[src/rtl/kf8237_transfer_sequencer_if.sv]
// DMA bus bundle: DREQ/HLDA inputs plus HRQ, DACK, AEN, ADSTB, strobes.
// master = sequencer side, slave = CPU/peripheral side.
interface kf8237_transfer_sequencer_if;
  logic [3:0] dma_request;
  logic       hlda;
  logic       hrq;
  logic [3:0] dack;
  logic       aen;
  logic       adstb;
  logic       mem_read;
  logic       mem_write;
  logic       io_read;
  logic       io_write;

  modport master (
    input  dma_request, hlda,
    output hrq, dack, aen, adstb,
    output mem_read, mem_write,
    output io_read, io_write
  );

  modport slave (
    output dma_request, hlda,
    input  hrq, dack, aen, adstb,
    input  mem_read, mem_write,
    input  io_read, io_write
  );
endinterface

[src/rtl/kf8237_transfer_sequencer.sv]
// 8237 transfer sequencer: SI/S0..S4 FSM, channel arbitration, TC/EOP pulses.
// Ports: clock/reset, DMA clock strobes, bus (if), command bits, mode/type/autoinit, TC.
module kf8237_transfer_sequencer (
  input  logic       clock,
  input  logic       reset,
  input  logic       cpu_clock_posedge,
  input  logic       cpu_clock_negedge,
  kf8237_transfer_sequencer_if.master bus,
  input  logic [3:0] mask,
  input  logic       controller_disable,
  input  logic       rotating_priority,
  input  logic       dreq_sense_low,
  input  logic       dack_sense_high,
  input  logic [7:0] transfer_mode,
  input  logic [7:0] transfer_type,
  input  logic [3:0] autoinit,
  input  logic       underflow,
  input  logic       update_high_address,
  input  logic       clear_terminal_count,
  output logic [3:0] transfer_register_select,
  output logic       next_word,
  output logic       initialize_current_register,
  output logic       end_of_process,
  output logic [3:0] set_mask_by_tc,
  output logic [3:0] terminal_count
);

  typedef enum logic [2:0] {SI, S0, S1, S2, S3, S4} state_t;

  state_t     state, state_next;
  logic [1:0] sel, sel_next;
  logic [1:0] top, top_next;
  logic [3:0] dreq_act;
  logic [3:0] active;
  logic [3:0] onehot;
  logic [1:0] base, winner, c;
  logic       any;
  logic       eop_set;
  logic [1:0] mode, ty;
  logic       xfer, wr;
  logic [3:0] dack_act;

  // DREQ is sampled on the DMA clock falling edge, normalised to active-high
  always_ff @(posedge clock or posedge reset) begin
    if (reset) begin
      state    <= SI;
      sel      <= 2'd0;
      top      <= 2'd0;
      dreq_act <= 4'b0;
      end_of_process              <= 1'b0;
      initialize_current_register <= 1'b0;
      set_mask_by_tc              <= 4'b0;
      terminal_count              <= 4'b0;
    end else begin
      if (cpu_clock_negedge)
        dreq_act <= dreq_sense_low ? ~bus.dma_request
                                   : bus.dma_request;
      state <= state_next;
      sel   <= sel_next;
      top   <= top_next;
      end_of_process <= eop_set;
      initialize_current_register <= eop_set & autoinit[sel];
      set_mask_by_tc <= (eop_set & ~autoinit[sel]) ? onehot
                                                   : 4'b0;
      // a set wins over a simultaneous clear
      terminal_count <=
        (clear_terminal_count ? 4'b0 : terminal_count) |
        (eop_set ? onehot : 4'b0);
    end
  end

  assign active = dreq_act & ~mask & {4{~controller_disable}};
  assign base   = rotating_priority ? top : 2'd0;
  assign onehot = 4'b0001 << sel;
  assign mode   = transfer_mode[{sel, 1'b0} +: 2];
  assign ty     = transfer_type[{sel, 1'b0} +: 2];

  always_comb begin
    any    = 1'b0;
    winner = 2'd0;
    c      = 2'd0;
    for (int i = 0; i < 4; i++) begin
      c = base + i[1:0];
      if (!any && active[c]) begin
        winner = c;
        any    = 1'b1;
      end
    end
  end

  always_comb begin
    state_next = state;
    sel_next   = sel;
    top_next   = top;
    eop_set    = 1'b0;
    if (cpu_clock_posedge) begin
      unique case (state)
        SI: if (any) begin
          state_next = S0;
          sel_next   = winner;
        end
        S0: if (bus.hlda) state_next = S1;
        S1: state_next = bus.hlda ? S2 : SI;
        S2: state_next = bus.hlda ? S3 : SI;
        S3: state_next = bus.hlda ? S4 : SI;
        S4: begin
          if (!bus.hlda) begin
            state_next = SI;
          end else begin
            state_next = SI;
            if (underflow) begin
              eop_set = 1'b1;
            end else if (mode == 2'b10 ||
                        (mode == 2'b00 && dreq_act[sel])) begin
              state_next = update_high_address ? S1 : S2;
            end
            // completed service: serviced channel drops to lowest
            if (state_next == SI && rotating_priority)
              top_next = sel + 2'd1;
          end
        end
        default: state_next = SI;
      endcase
    end
  end

  assign xfer = (state == S2) || (state == S3) || (state == S4);
  assign wr   = (state == S3) || (state == S4);
  assign dack_act = xfer ? onehot : 4'b0;

  assign bus.hrq       = (state != SI);
  assign bus.aen       = (state != SI) && (state != S0);
  assign bus.adstb     = (state == S1);
  assign bus.dack      = dack_sense_high ? dack_act : ~dack_act;
  assign bus.mem_read  = xfer && (ty == 2'b10);
  assign bus.io_read   = xfer && (ty == 2'b01);
  assign bus.mem_write = wr && (ty == 2'b01);
  assign bus.io_write  = wr && (ty == 2'b10);
  assign next_word     = (state == S4) && bus.hlda;
  assign transfer_register_select = bus.hrq ? onehot : 4'b0;

endmodule

[src/flat_wrapper.sv]
// flat-port wrapper written by rule: the top's interface ports become plain ports
module kf8237_transfer_sequencer_flat 
  (clock, reset, cpu_clock_posedge, cpu_clock_negedge, mask, controller_disable, rotating_priority, dreq_sense_low, dack_sense_high, transfer_mode, transfer_type, autoinit, underflow, update_high_address, clear_terminal_count, transfer_register_select, next_word, initialize_current_register, end_of_process, set_mask_by_tc, terminal_count, bus_dma_request, bus_hlda, bus_hrq, bus_dack, bus_aen, bus_adstb, bus_mem_read, bus_mem_write, bus_io_read, bus_io_write);
  kf8237_transfer_sequencer_if bus_i ();
  input  logic clock;
  input  logic reset;
  input  logic cpu_clock_posedge;
  input  logic cpu_clock_negedge;
  input  logic [3:0] mask;
  input  logic controller_disable;
  input  logic rotating_priority;
  input  logic dreq_sense_low;
  input  logic dack_sense_high;
  input  logic [7:0] transfer_mode;
  input  logic [7:0] transfer_type;
  input  logic [3:0] autoinit;
  input  logic underflow;
  input  logic update_high_address;
  input  logic clear_terminal_count;
  output logic [3:0] transfer_register_select;
  output logic next_word;
  output logic initialize_current_register;
  output logic end_of_process;
  output logic [3:0] set_mask_by_tc;
  output logic [3:0] terminal_count;
  input wire logic [$bits(bus_i.dma_request)-1:0] bus_dma_request;
  input wire logic [$bits(bus_i.hlda)-1:0] bus_hlda;
  output wire logic [$bits(bus_i.hrq)-1:0] bus_hrq;
  output wire logic [$bits(bus_i.dack)-1:0] bus_dack;
  output wire logic [$bits(bus_i.aen)-1:0] bus_aen;
  output wire logic [$bits(bus_i.adstb)-1:0] bus_adstb;
  output wire logic [$bits(bus_i.mem_read)-1:0] bus_mem_read;
  output wire logic [$bits(bus_i.mem_write)-1:0] bus_mem_write;
  output wire logic [$bits(bus_i.io_read)-1:0] bus_io_read;
  output wire logic [$bits(bus_i.io_write)-1:0] bus_io_write;
  assign bus_i.dma_request = bus_dma_request;
  assign bus_i.hlda = bus_hlda;
  assign bus_hrq = bus_i.hrq;
  assign bus_dack = bus_i.dack;
  assign bus_aen = bus_i.aen;
  assign bus_adstb = bus_i.adstb;
  assign bus_mem_read = bus_i.mem_read;
  assign bus_mem_write = bus_i.mem_write;
  assign bus_io_read = bus_i.io_read;
  assign bus_io_write = bus_i.io_write;
  kf8237_transfer_sequencer u_core (.clock(clock), .reset(reset), .cpu_clock_posedge(cpu_clock_posedge), .cpu_clock_negedge(cpu_clock_negedge), .bus(bus_i), .mask(mask), .controller_disable(controller_disable), .rotating_priority(rotating_priority), .dreq_sense_low(dreq_sense_low), .dack_sense_high(dack_sense_high), .transfer_mode(transfer_mode), .transfer_type(transfer_type), .autoinit(autoinit), .underflow(underflow), .update_high_address(update_high_address), .clear_terminal_count(clear_terminal_count), .transfer_register_select(transfer_register_select), .next_word(next_word), .initialize_current_register(initialize_current_register), .end_of_process(end_of_process), .set_mask_by_tc(set_mask_by_tc), .terminal_count(terminal_count));
endmodule
[config.mk]
export PLATFORM = sky130hd
export DESIGN_NAME = kf8237_transfer_sequencer_flat
export DESIGN_NICKNAME = d
export VERILOG_FILES = /design/src/rtl/kf8237_transfer_sequencer_if.sv /design/src/rtl/kf8237_transfer_sequencer.sv /design/src/flat_wrapper.sv
export SDC_FILE = /design/constraint.sdc
export NUM_CORES = 1
export LEC_CHECK = 0
export ABC_AREA = 1
export BUFFER_PORTS_ARGS = -buffer_cell sky130_fd_sc_hd__buf_2
export CORE_UTILIZATION = 51
export CTS_CLUSTER_SIZE = 14
export DETAILED_ROUTE_END_ITERATION = 10
export PLACE_DENSITY = 0.88
export SYNTH_ARGS = -nofsm -noshare
export SYNTH_HDL_FRONTEND = slang
export SYNTH_SLANG_ARGS = --single-unit
[constraint.sdc]
create_clock -name clock -period 2.8 [get_ports clock]
set_clock_uncertainty 0.1 [all_clocks]
set_input_delay 0.42 -clock clock [delete_from_list [all_inputs] [get_ports clock]]
set_output_delay 0.42 -clock clock [all_outputs]
set_load 0.005 [all_outputs]
# Word level (Yosys, flattened, before mapping)

Index checks and enable logic that the tools add are counted.

Equal/unequal tests: 11
Multiplexer cells: 45
Bitwise gates (word level): 10
Shifts and indexed selects: 3
$lt $le $gt $ge: 5
Reduce and logical (&&, ||, !) cells: 25
Add/sub/neg operators: 4

Operators by type and width:

| kind                                                                         | number |
|---|---|
| 3-bit two-way mux                                                            | 10 |
| 4-bit two-way mux                                                            | 7 |
| 3-bit one-hot mux with 6 select lines                                        | 1 |
| 8-bit by 4-bit indexed part select with 2-bit output                         | 2 |
| 2-bit by 3-bit less-than comparator with 1-bit output, second input constant | 5 |
| 1-bit two-way mux                                                            | 15 |
| 1-bit binary-select mux with 2-bit select                                    | 6 |
| 2-bit two-way mux                                                            | 6 |
| 4-bit inverter                                                               | 3 |
| 1-bit logical AND                                                            | 11 |
| 4-bit bitwise AND                                                            | 2 |
| 3-bit by 2-bit == test with 1-bit output, second input constant              | 2 |
| 3-bit == test, second input constant                                         | 2 |
| 3-bit logical NOT                                                            | 2 |
| 3-bit AND reduction                                                          | 2 |
| 2-bit by 1-bit adder with 2-bit output, second input constant                | 2 |
| 2-bit adder, second input constant                                           | 2 |
| 2-bit == test, second input constant                                         | 2 |
| 1-bit logical OR                                                             | 4 |
| 4-bit OR                                                                     | 1 |
| 4-bit AND reduction                                                          | 1 |
| 1-bit by 2-bit left shift with 4-bit output, first input constant            | 1 |
| 3-bit by 1-bit == test with 1-bit output, second input constant              | 1 |
| 1-bit logical NOT                                                            | 3 |
| other kinds (8)                                                              | 10 |

Output and inout bits: 26
Logic and storage cells: 111
Register bits after elaboration: 21

# Longest topological paths before layout

Gate-level depths: netlist of the first run.

Depth in word-level cells: 17
Mapped depth: 11
Mapped depth without buffers: 11

# Worst setup path before layout of the first run

OpenSTA, ideal clock, no wires.

Path kind: flip-flop to output port
Start point: register u_core.sel[0]
End point: output bus_io_write
Cell stages (with the launch flop): 7
Slack: 1043 ps
Arrival: 1237 ps
Buffers on the path: 1
Path through: dfrtp_1 -> buf_2 -> o21ai_0 -> o22ai_1 -> inv_1 -> or2_2 -> nor2_1

Cells in the longest elaborated chain, start to end: 3

Ends and longest elaborated chain:

| item                                                 | RTL line                         | RTL |
|---|---|---|
| from (decl)                                          | kf8237_transfer_sequencer.sv:31  | `logic [1:0] sel, sel_next;` |
| from (signal assigned)                               | kf8237_transfer_sequencer.sv:59  | `sel <= sel_next;` |
| 8-bit by 4-bit indexed part select with 2-bit output | kf8237_transfer_sequencer.sv:76  | `assign ty = transfer_type[{sel, 1'b0} +: 2];` |
| 2-bit == test                                        | kf8237_transfer_sequencer.sv:138 | `assign bus.io_write = wr && (ty == 2'b10);` |
| 1-bit logical AND                                    | kf8237_transfer_sequencer.sv:138 |  |
| to (decl)                                            | flat_wrapper.sv:35               | `output wire logic [$bits(bus_i.io_write)-1:0] bus_io_write;` |

Every way passes these cells.

# Final worst setup path of the first run

Ends and elaborated chain as after synthesis.

==> results_dict.tcl, run 1 <==
set metrics [dict create \
    dr_total_vias 1582 \
    timing.final.hold_violations 0 \
    rows 19 \
    timing.hold.worst.class "input port to async pin" \
    postSynthAreaPerCell_um2 6.74 \
    avgRoutedWirePerCell_um 10.3 \
    worst_margin_slew_ns 0.757 \
    cp-end-kind "primary output" \
    netlist.top_cell.by_area "dfrtp_1" \
    grt_first_pass_wirelength_mm 5.73 \
    setup_repair_after_global_routing_missed_its_margin "false" \
    worst-setup-path-type "flip-flop to primary output" \
    final_antenna_violating_net_count 0 \
    reg2reg_slack_ns 0.95 \
    synth.net_count 269 \
    area_growth_from_synthesis_to_layout_pct 25.4 \
    largest_net_degree_at_the_start_of_global_routing 22 \
    die_y_um 56.5 \
    peakVddDrop_mv 0.476 \
    finalCritPeriodShare 0.855 \
    report.final.setup_viol 0 \
    num_antenna_cells 0 \
    cts_repair_resize_count 0 \
    tritoncts "done" \
    nets 337 \
    cts_hold_buf 0 \
    clock_tree.buffer_depth 2 \
    dr.first_iter.drc_count 45 \
    htree_levels 1 \
    die_w_um 56.5 \
    cts.sinks 21 \
    die-area_mm2 0.00320 \
    initial_standard_cell_utilization_of_the_core 0.545 \
    placeableCoreArea_mm2 0.00278 \
    source_to_sink_clock_delay_at_the_later_pin_of_the_worst_skew_pair_ns 0.31 \
    power.density_mw_per_mm2 702 \
    num_io_pins 66 \
    grt_overflow 0 \
    rr_startpoint "u_core.sel[0]$_DFFE_PP0P_" \
    synth.area.top_cells "dfrtp_1 35%, nand2_1 13%, inv_1 8.9%" \
    slew-limit-headroom 0.495 \
    seq_area_frac_synth 0.347 \
    post-place-ws_ns 0.760 \
    synth_cell_type_count 28 \
    pins_over_their_slew_limit 0 \
    synthCells 225 \
    fmax_mhz 418 \
    dpl.hpwl_mm 2.72 \
    number_of_antenna_violations_at_the_first_check_in_global_routing 0 \
    worst_setup_hold_path_clk_slew_ns 0.12 \
    max-cap-violations 0 \
    port_buffers 65 \
    timing.rr.end "u_core.state[0]$_DFFE_PP0P_" \
    setup_ws_ns 0.407 \
    ff2ff_path_depth 10 \
    synth.cell_area_mm2 0.00152 \
    postRouteWirelength_mm 3.34 \
    run_status "finished, final reports clean" \
    post_detailed_route_via_to_cell_ratio 4.90 \
    final_estimated_routing_congestion_in_global_placement 0.838 \
    dr.pass1.iters 4 \
    numCtsBuffers 3 \
    startpoint_type "flip-flop" \
    crit_path_max_fanout 13 \
    drc 0 \
    timing.critical_path.arrival_ns 1.87 \
    post-synth-top-area-fraction 0.347 \
    ys.warnings.count 0 \
    cts_root_buffer "clkbuf_4" \
    drive_gt1_frac 0.288 \
    critPathLaunch "u_core.sel[0]$_DFFE_PP0P_" \
    fillerInstances 252 \
    count_of_buffers_added_by_post_cts_timing_repair_for_setup 0 \
    crit_required_ns 2.28 \
    synth.ff_latch_count 21 \
    p_leak_nw 1.12 \
    first_global_vias 1427 \
    tns_ns 0 \
    grt.total_usage 0.224 \
    final_core_utilization 0.684 \
    min_period_ns 2.39 \
]
==> critical path: stages (launching register included) <==
cell and delay [ns]:
dfrtp_1 0.61, inv_2 0.17, o21ai_0 0.18, o22ai_1 0.09
or2_2 0.31, nor2_1 0.08, buf_2 0.11
==> state kept, by name, summed over array words and instances (netlist names) <==
signal	flops
u_core.dreq_act	4
u_core.set_mask_by_tc	4
u_core.top	2
u_core.sel	2
u_core.end_of_process	1
u_core.state	3
u_core.initialize_current_register	1
u_core.terminal_count	4
==> worst max-delay path by stage <==
stage                              end  slack, ns  cells past startpoint
after floorplan           bus_io_write       1.04                      6
after global placement    bus_mem_read       0.84                      6
after detailed placement  bus_mem_read       0.76                      6
after CTS                 bus_mem_read       0.42                      6
after global routing      bus_mem_read       0.25                      6
final                     bus_io_write       0.41                      6
==> per-layer routing <==
metal / global-route usage / routed length [µm] / vias up
met3: 0.0207 / 179 / 5
met1: 0.293 / 1520 / 685
met2: 0.388 / 1600 / 54
met5: 0 / 0 / -
met4: 0.0767 / 42 / 0
li1: - / - / 838
==> cell usage in the layout, fill, tap and decap left out <==
cell type and n:
a21oi_1 3, a31oi_1 1, and2_1 2, buf_2 65, clkbuf_4 3, clkinvlp_4 1
dfrtp_1 21, ha_1 4, inv_1 36, inv_2 4, nand2_1 54, nand2_2 4
nand2_4 1, nand3_1 17, nand3b_1 2, nand4_1 3, nor2_1 30, nor2_2 1
nor2_4 2, nor2_8 1, nor3_1 1, o211ai_1 1, o21ai_0 18, o21ai_1 4
o22ai_1 3, or2_2 1, or3b_4 1, xnor2_1 4, xor2_1 4
==> cells by family (layout without fill, tap and decap cells) <==
| logic type | Yosys count | in the layout | synth area share |
|---|---|---|---|
| fa+ha+maj | 4 | 4 | 0.0330 |
| xor+xnor | 8 | 8 | 0.0462 |
| compound gates | 30 | 30 | 0.104 |
| simple gates | 120 | 120 | 0.366 |
| flops | 21 | 21 | 0.347 |
| buf+inv | 42 | 109 | 0.105 |
==> where the power goes <==
part	internal [mW]	switching [mW]	leakage, nW
clock network	0.0545	0.0944	0.0139
logic	0.290	0.456	0.829
registers	0.355	0.0855	0.280
==> cell usage after synthesis <==
| library cell | instances |
|---|---|
| o21ai_0 | 18 |
| nor2_2 | 1 |
| inv_2 | 4 |
| o21ai_1 | 4 |
| a31oi_1 | 1 |
| o22ai_1 | 3 |
| xor2_1 | 4 |
| or3b_4 | 1 |
| nand3b_1 | 2 |
| inv_1 | 36 |
| dfrtp_1 | 21 |
| or2_2 | 1 |
| nand2_1 | 54 |
| nor3_1 | 1 |
| clkbuf_1 | 1 |
| ha_1 | 4 |
| xnor2_1 | 4 |
| a21oi_1 | 3 |
| and2_1 | 2 |
| nand3_1 | 17 |
| nand4_1 | 3 |
| nor2_4 | 2 |
| nand2_2 | 4 |
| nor2_1 | 30 |
| nor2_8 | 1 |
| nand2_4 | 1 |
| buf_2 | 1 |
| o211ai_1 | 1 |
==> layout make-up <==
cell class / count / area, µm² / share of cell area
multi-input cells: 162 / 832 / 0.438
well taps: 31 / 38.8 / 0.0204
inverters: 40 / 150 / 0.0789
clock buffers: 3 / 22.5 / 0.0118
clock inverters: 1 / 7.51 / 0.00395
flip-flops and latches: 21 / 526 / 0.276
repair buffers: 65 / 325 / 0.171
==> per-stage QoR <==
| step | area, µm² | hold slack, ns | power, mW | instances |
|---|---|---|---|---|
| floorplan | 1520 | 0.297 | 0.967 | 225 |
| global placement | 1870 | 0.374 | 1.17 | 319 |
| detailed placement | 1870 | 0.386 | 1.19 | 319 |
| CTS | 1900 | 0.147 | 1.34 | 323 |
| global route | 1900 | 0.182 | 1.48 | 323 |
| finish | 1900 | 0.122 | 1.33 | 323 |
No activity file was read; power rests on OpenSTA's default activity.
==> run 2: changes to the inputs <==
CORE_ASPECT_RATIO = 1.5   (was unset)
GPL_TIMING_DRIVEN = 0   (was unset)
==> run 2 against run 1 <==
Die area up 0.13%. Core utilization up 2.3 points. Sequential share of layout area shrank 0.43 points. Final area grew 1.6%. Setup slack better by 0.11 ns. Final cell count increased by 2.2%. Maximum frequency grew 4.6%. Total power increased by 5.6%. Via count up 1.3%. Critical endpoint is now bus_mem_read. Global-route usage is 2.1 points higher.
==> results_dict.tcl, run 2 (synthesis gave the netlist of run 1 again) <==
set metrics [dict create \
    clock_tree.buffer_depth 2 \
    p_leak_nw 1.13 \
    multi_input_area_um2 832 \
    post_detailed_route_via_to_cell_ratio 4.86 \
    peakVddDrop_mv 0.364 \
    rr_startpoint "u_core.state[1]$_DFFE_PP0P_" \
    crit_required_ns 2.28 \
    critPathSlowestCell "dfrtp_1" \
    report.final.setup_viol 0 \
    worst-setup-path-type "flip-flop to primary output" \
    num_io_pins 66 \
    min_period_ns 2.29 \
    timing.final.hold_violations 0 \
    avgRoutedWirePerCell_um 10.7 \
    final_core_utilization 0.707 \
    die_y_um 68.8 \
    pins_over_their_slew_limit 0 \
    finalPower_mw 1.41 \
    drc 0 \
    power.density_mw_per_mm2 729 \
    dr_total_vias 1603 \
    numCtsBuffers 3 \
    fmax_mhz 437 \
    first_global_vias 1491 \
    cp-end-kind "primary output" \
    setup_ws_ns 0.512 \
    number_of_antenna_violations_at_the_first_check_in_global_routing 0 \
    worst_margin_slew_ns 0.753 \
    drive_gt1_frac 0.287 \
    cts_root_buffer "clkbuf_8" \
    largest_net_degree_at_the_start_of_global_routing 22 \
    layout.cells.most_common "buf_2" \
    crit_path_max_fanout 9 \
    dr.pass1.iters 4 \
    rows 23 \
    tritoncts "done" \
    tns_ns 0 \
    finalCritPeriodShare 0.817 \
    timing.critical_path.arrival_ns 1.77 \
    slew-limit-headroom 0.498 \
    area_growth_from_synthesis_to_layout_pct 27.4 \
    postRouteWirelength_mm 3.54 \
    grt_overflow 0 \
    source_to_sink_clock_delay_at_the_later_pin_of_the_worst_skew_pair_ns 0.26 \
    cts.sinks 21 \
    setup_repair_after_global_routing_missed_its_margin "false" \
    grt.total_usage 0.245 \
    path_buf_inv 3 \
    nets 338 \
    regArea_um2 526 \
    run_status "finished, final reports clean" \
    startpoint_type "flip-flop" \
    layout_top_registers "u_core.dreq_act (4), u_core.set_mask_by_tc (4), u_core.terminal_count (4)" \
    htree_levels 1 \
    most-common-layout-cells "65 x buf_2, 54 x nand2_1, 36 x inv_1" \
    worst_setup_hold_path_clk_slew_ns 0.08 \
    initial_standard_cell_utilization_of_the_core 0.555 \
    path_cells "inv_1 > o21ai_0 > o22ai_1 > inv_1 > or2_2 > nor2_1 > buf_2" \
    cts_repair_resize_count 0 \
    port_buffers 64 \
    dr.first_iter.drc_count 34 \
    postLayoutCellArea_mm2 0.00193 \
    cell_area_reported_after_detailed_placement_mm2 0.00188 \
    num_antenna_cells 0 \
    slowest_delay_ns 0.49 \
    critPathLaunch "u_core.sel[1]$_DFFE_PP0P_" \
    fillerInstances 247 \
    die-area_mm2 0.00320 \
    placeableCoreArea_mm2 0.00273 \
    cts_hold_buf 0 \
    final_estimated_routing_congestion_in_global_placement 0.866 \
    timing.hold.worst.class "input port to async pin" \
    critical-path-top-cell-by-count "inv_1" \
    die_w_um 46.5 \
    critPathTopFamily "flip-flops" \
    count_of_buffers_added_by_post_cts_timing_repair_for_setup 0 \
    dpl.hpwl_mm 2.90 \
    post-place-ws_ns 0.801 \
    max-cap-violations 0 \
    final_antenna_violating_net_count 0 \
    grt_first_pass_wirelength_mm 5.73 \
]
-- run 2: final timing paths --
| check | endpoint | slack (ns) | cells after the start |
|---|---|---|---|
| worst max-delay path | bus_mem_read | 0.51 | 7 |
| worst min-delay path | u_core.terminal_count[2]$_DFF_PP0_ | 0.17 | 2 |
| worst max register to register | u_core.state[0]$_DFFE_PP0P_ | 0.97 | 7 |
| worst min register to register | u_core.dreq_act[2]$_DFFE_PP0P_ | 0.39 | 2 |
| max in group asynchronous | u_core.state[0]$_DFFE_PP0P_ | 1.95 | 2 |
| min in group clock | u_core.terminal_count[3]$_DFF_PP0_ | 0.27 | 2 |
-- run 2: through the flow --
step           cells  hold WS (ns)
6_report         330         0.172
2_1_floorplan    225         0.297
4_1_cts          330         0.209
5_1_grt          330         0.224
3_3_place_gp     326         0.367
3_5_place_dp     326         0.375
-- run 2: routing by layer --
layer  GRT usage  share of wire  vias up
met2       0.488           0.57       49
li1            -              -      842
met1       0.230           0.38      705
met5           0              0        -
met3      0.0156          0.038        7
met4       0.136          0.015        0
-- run 2: cell type report --
class,count,share of cell area
flip-flops and latches,21,0.272
multi-input cells,162,0.431
inverters,40,0.0777
repair buffers,64,0.166
plain buffers,2,0.00453
well taps,37,0.0240
clock inverters,1,0.00389
clock buffers,3,0.0214
-- run 2: report_power, final --
group	switching, mW	internal, mW
Combinational	0.483	0.294
Sequential	0.0751	0.355
Clock	0.102	0.100
==> run 3: changes to the inputs <==
ABC_AREA = 0   (was 1)
CORE_UTILIZATION = 43   (was 51)
PLACE_DENSITY = 0.79   (was 0.88)
clock period = 1.8 ns   (was 2.8 ns; I/O delays follow)
==> run 3 against run 2 <==
The flow now finishes with violations (setup timing). Global-route usage barely moved. Sequential share of layout area decreased by 3.0 points. Highest routed layer unchanged. Core utilization is 6.0 points lower. Die area rose by 18%. Critical path type is now flip-flop to flip-flop. Clock power grew 60%. Combinational power grew 91%. Synthesized cell count down 23%. Critical endpoint is now u_core.top[1]$_DFFE_PP0P_. Setup slack got worse by 0.79 ns. Final area increased by 13%. Sequential power increased by 49%.
==> results_dict.tcl, run 3 <==
set metrics [dict create \
    synthCells 174 \
    final_antenna_violating_net_count 0 \
    worst-setup-path-type "flip-flop to flip-flop" \
    cp-end-kind "flip-flop" \
    ys.warnings.count 0 \
    dpl.hpwl_mm 2.94 \
    post-synth-top-area-fraction 0.346 \
    synth.ff_latch_count 21 \
    fillerInstances 294 \
    netlist.top_cell.by_area "dfrtp_1" \
    slew-limit-headroom 0.473 \
    synth.area.top_cells "dfrtp_1 35%, mux4_1 5.2%, a21oi_1 4.9%" \
    seq_area_frac_synth 0.346 \
    clock_tree.buffer_depth 2 \
    synth_cell_type_count 45 \
    dr.pass1.iters 4 \
    postRouteWirelength_mm 4.48 \
    post_synth_most_frequent_cells "21 x dfrtp_1, 17 x nand2_1, 15 x a21oi_1" \
    die_w_um 50.5 \
    num_io_pins 66 \
    first_global_vias 1652 \
    largest_net_degree_at_the_start_of_global_routing 22 \
    nets 298 \
    regArea_um2 529 \
    area_growth_from_synthesis_to_layout_pct 44.1 \
    cts_root_buffer "clkbuf_8" \
    number_of_antenna_violations_at_the_first_check_in_global_routing 0 \
    report.final.setup_viol 18 \
    setup_repair_after_global_routing_missed_its_margin "true" \
    timing.critical_path.arrival_ns 2.13 \
    grt_first_pass_wirelength_mm 7.04 \
    num_antenna_cells 0 \
    synth_edf_count 0 \
    postLayoutCellArea_mm2 0.00219 \
    final_estimated_routing_congestion_in_global_placement 0.884 \
    startpoint_type "flip-flop" \
    max-cap-violations 0 \
    synth.net_count 218 \
    avgRoutedWirePerCell_um 15.2 \
    most-common-layout-cells "65 x buf_2, 18 x dfrtp_1, 15 x nand2_1, 15 x a21oi_1" \
    post-place-ws_ns -0.170 \
    die_y_um 74.8 \
    synth.cell_area_mm2 0.00152 \
    run_status "finished with violations" \
    rows 26 \
    top_routing_layer_in_use "met4" \
    met1_length_mm 1.57 \
    worst_setup_hold_path_clk_slew_ns 0.08 \
    grt_overflow 0 \
    dr_total_vias 1634 \
    placeableCoreArea_mm2 0.00338 \
    cts.sinks 21 \
    fmax_mhz 482 \
    multi_input_area_mm2 0.00102 \
    numCtsBuffers 3 \
    initial_standard_cell_utilization_of_the_core 0.449 \
    die-area_mm2 0.00378 \
    drc 0 \
    drive_gt1_frac 0.451 \
    detailroute.wirelength.met3_um 271 \
    p_leak_nw 1.04 \
    layout_top_registers "u_core.dreq_act (4), u_core.set_mask_by_tc (4), u_core.terminal_count (4)" \
    crit_required_ns 1.85 \
    final_core_utilization 0.647 \
    finalCritPeriodShare 1.15 \
    layout.cells.most_common "buf_2" \
    dr.first_iter.drc_count 58 \
    power.density_mw_per_mm2 1120 \
    min_period_ns 2.07 \
    postSynthAreaPerCell_um2 8.73 \
    timing.hold.worst.class "input port to async pin" \
    cell_area_reported_after_detailed_placement_mm2 0.00189 \
    worst_margin_slew_ns 0.789 \
    failing_checks "setup timing" \
    htree_levels 1 \
    timing.final.hold_violations 0 \
    cts_hold_buf 0 \
    setup_ws_ns -0.275 \
    dominant_synthesized_flop_cell "dfrtp_1" \
    crit_path_max_fanout 3 \
    async_flop_share 1.00 \
    met2_length_mm 2.53 \
    tritoncts "done" \
    post_detailed_route_via_to_cell_ratio 5.54 \
    library_cell_with_the_highest_instance_count_after_synthesis "dfrtp_1" \
    port_buffers 63 \
    grt.total_usage 0.245 \
    peakVddDrop_mv 0.626 \
    pins_over_their_slew_limit 0 \
    source_to_sink_clock_delay_at_the_later_pin_of_the_worst_skew_pair_ns 0.26 \
]
-- run 3: cell count changes after synthesis, moves of 5 or more --
cell      delta
nor2_1      -16
a21oi_1     +12
nand2b_1     +5
nor2b_1      +6
inv_1       -26
o21ai_0      -6
nand2_1     -37
and3_1       +5
nand3_1     -16
-- run 3: kinds of logic (layout without fill, tap and decap cells) --
family                     after synthesis  in the layout  share of synthesized area
and+or+nand+nor                         68             68                      0.242
adders and majority gates                4              4                     0.0330
xor gates and xnor gates                 9              9                     0.0519
buffers and inverters                   20             99                     0.0577
AOI/OAI and AO/OA                       47             47                      0.195
DFF                                     21             21                      0.346
muxes                                    5              5                     0.0741
-- run 3: metal layers --
| metal | vias up | global-route usage |
|---|---|---|
| li1 | 766 | - |
| met1 | 770 | 0.237 |
| met2 | 86 | 0.496 |
| met3 | 12 | 0.0182 |
| met4 | 0 | 0.142 |
| met5 | - | 0 |
-- run 3: stage by stage --
stage	hold slack, ns	TNS, ns	cells	total power, mW
after floorplan	0.147	-0.0518	174	1.27
after global placement	0.347	-0.323	279	1.55
after detailed placement	0.356	-0.546	279	1.58
after CTS	0.0641	-2.19	295	2.30
after global routing	0.111	-3.63	295	2.60
final	0.0399	-2.44	295	2.45
-- run 3: path summary, 6_finish.rpt --
path / start / endpoint / slack (ns) / cells past startpoint
max: u_core.sel[0]$_DFFE_PP0P_ / u_core.top[1]$_DFFE_PP0P_ / -0.27 / 6
min: reset / u_core.dreq_act[2]$_DFFE_PP0P_ / 0.04 / 2
max reg2reg: u_core.sel[0]$_DFFE_PP0P_ / u_core.top[1]$_DFFE_PP0P_ / -0.27 / 6
min reg2reg: u_core.terminal_count[3]$_DFF_PP0_ / u_core.terminal_count[3]$_DFF_PP0_ / 0.44 / 2
max in group asynchronous: reset / u_core.sel[1]$_DFFE_PP0P_ / 1.02 / 2
min in group clock: clear_terminal_count / u_core.terminal_count[1]$_DFF_PP0_ / 0.15 / 2
-- run 3: layout make-up --
type	count	area share
Tap cell	42	0.0240
Buffer	8	0.0183
Multi-Input combinational cell	133	0.464
Inverter	11	0.0246
Clock inverter	1	0.00343
Clock buffer	3	0.0189
Sequential cell	21	0.242
Timing Repair Buffer	76	0.205
-- run 3: report_power, final --
group	leakage (nW)	total, mW	switching, mW	internal, mW
clock network	0.0217	0.323	0.167	0.156
logic	0.748	1.48	0.719	0.764
registers	0.270	0.641	0.0963	0.545
total	1.04	2.45	0.982	1.46
-- run 3: what timing repair did --
item	4_1_cts	5_1_grt
resized for setup	26	17
cloned	0	0
setup buffers	12	2
endpoints found under the setup margin	17	24
hold endpoints to repair	0	0
pin swaps	5	5
-- run 3: worst max-delay path, stage by stage, from the launching register on --
cell       delay (ns)
dfrtp_1          0.39
buf_6            0.14
buf_12           0.13
clkinv_8         0.04
mux4_2           0.56
o2111ai_4        0.28
mux2_4           0.33
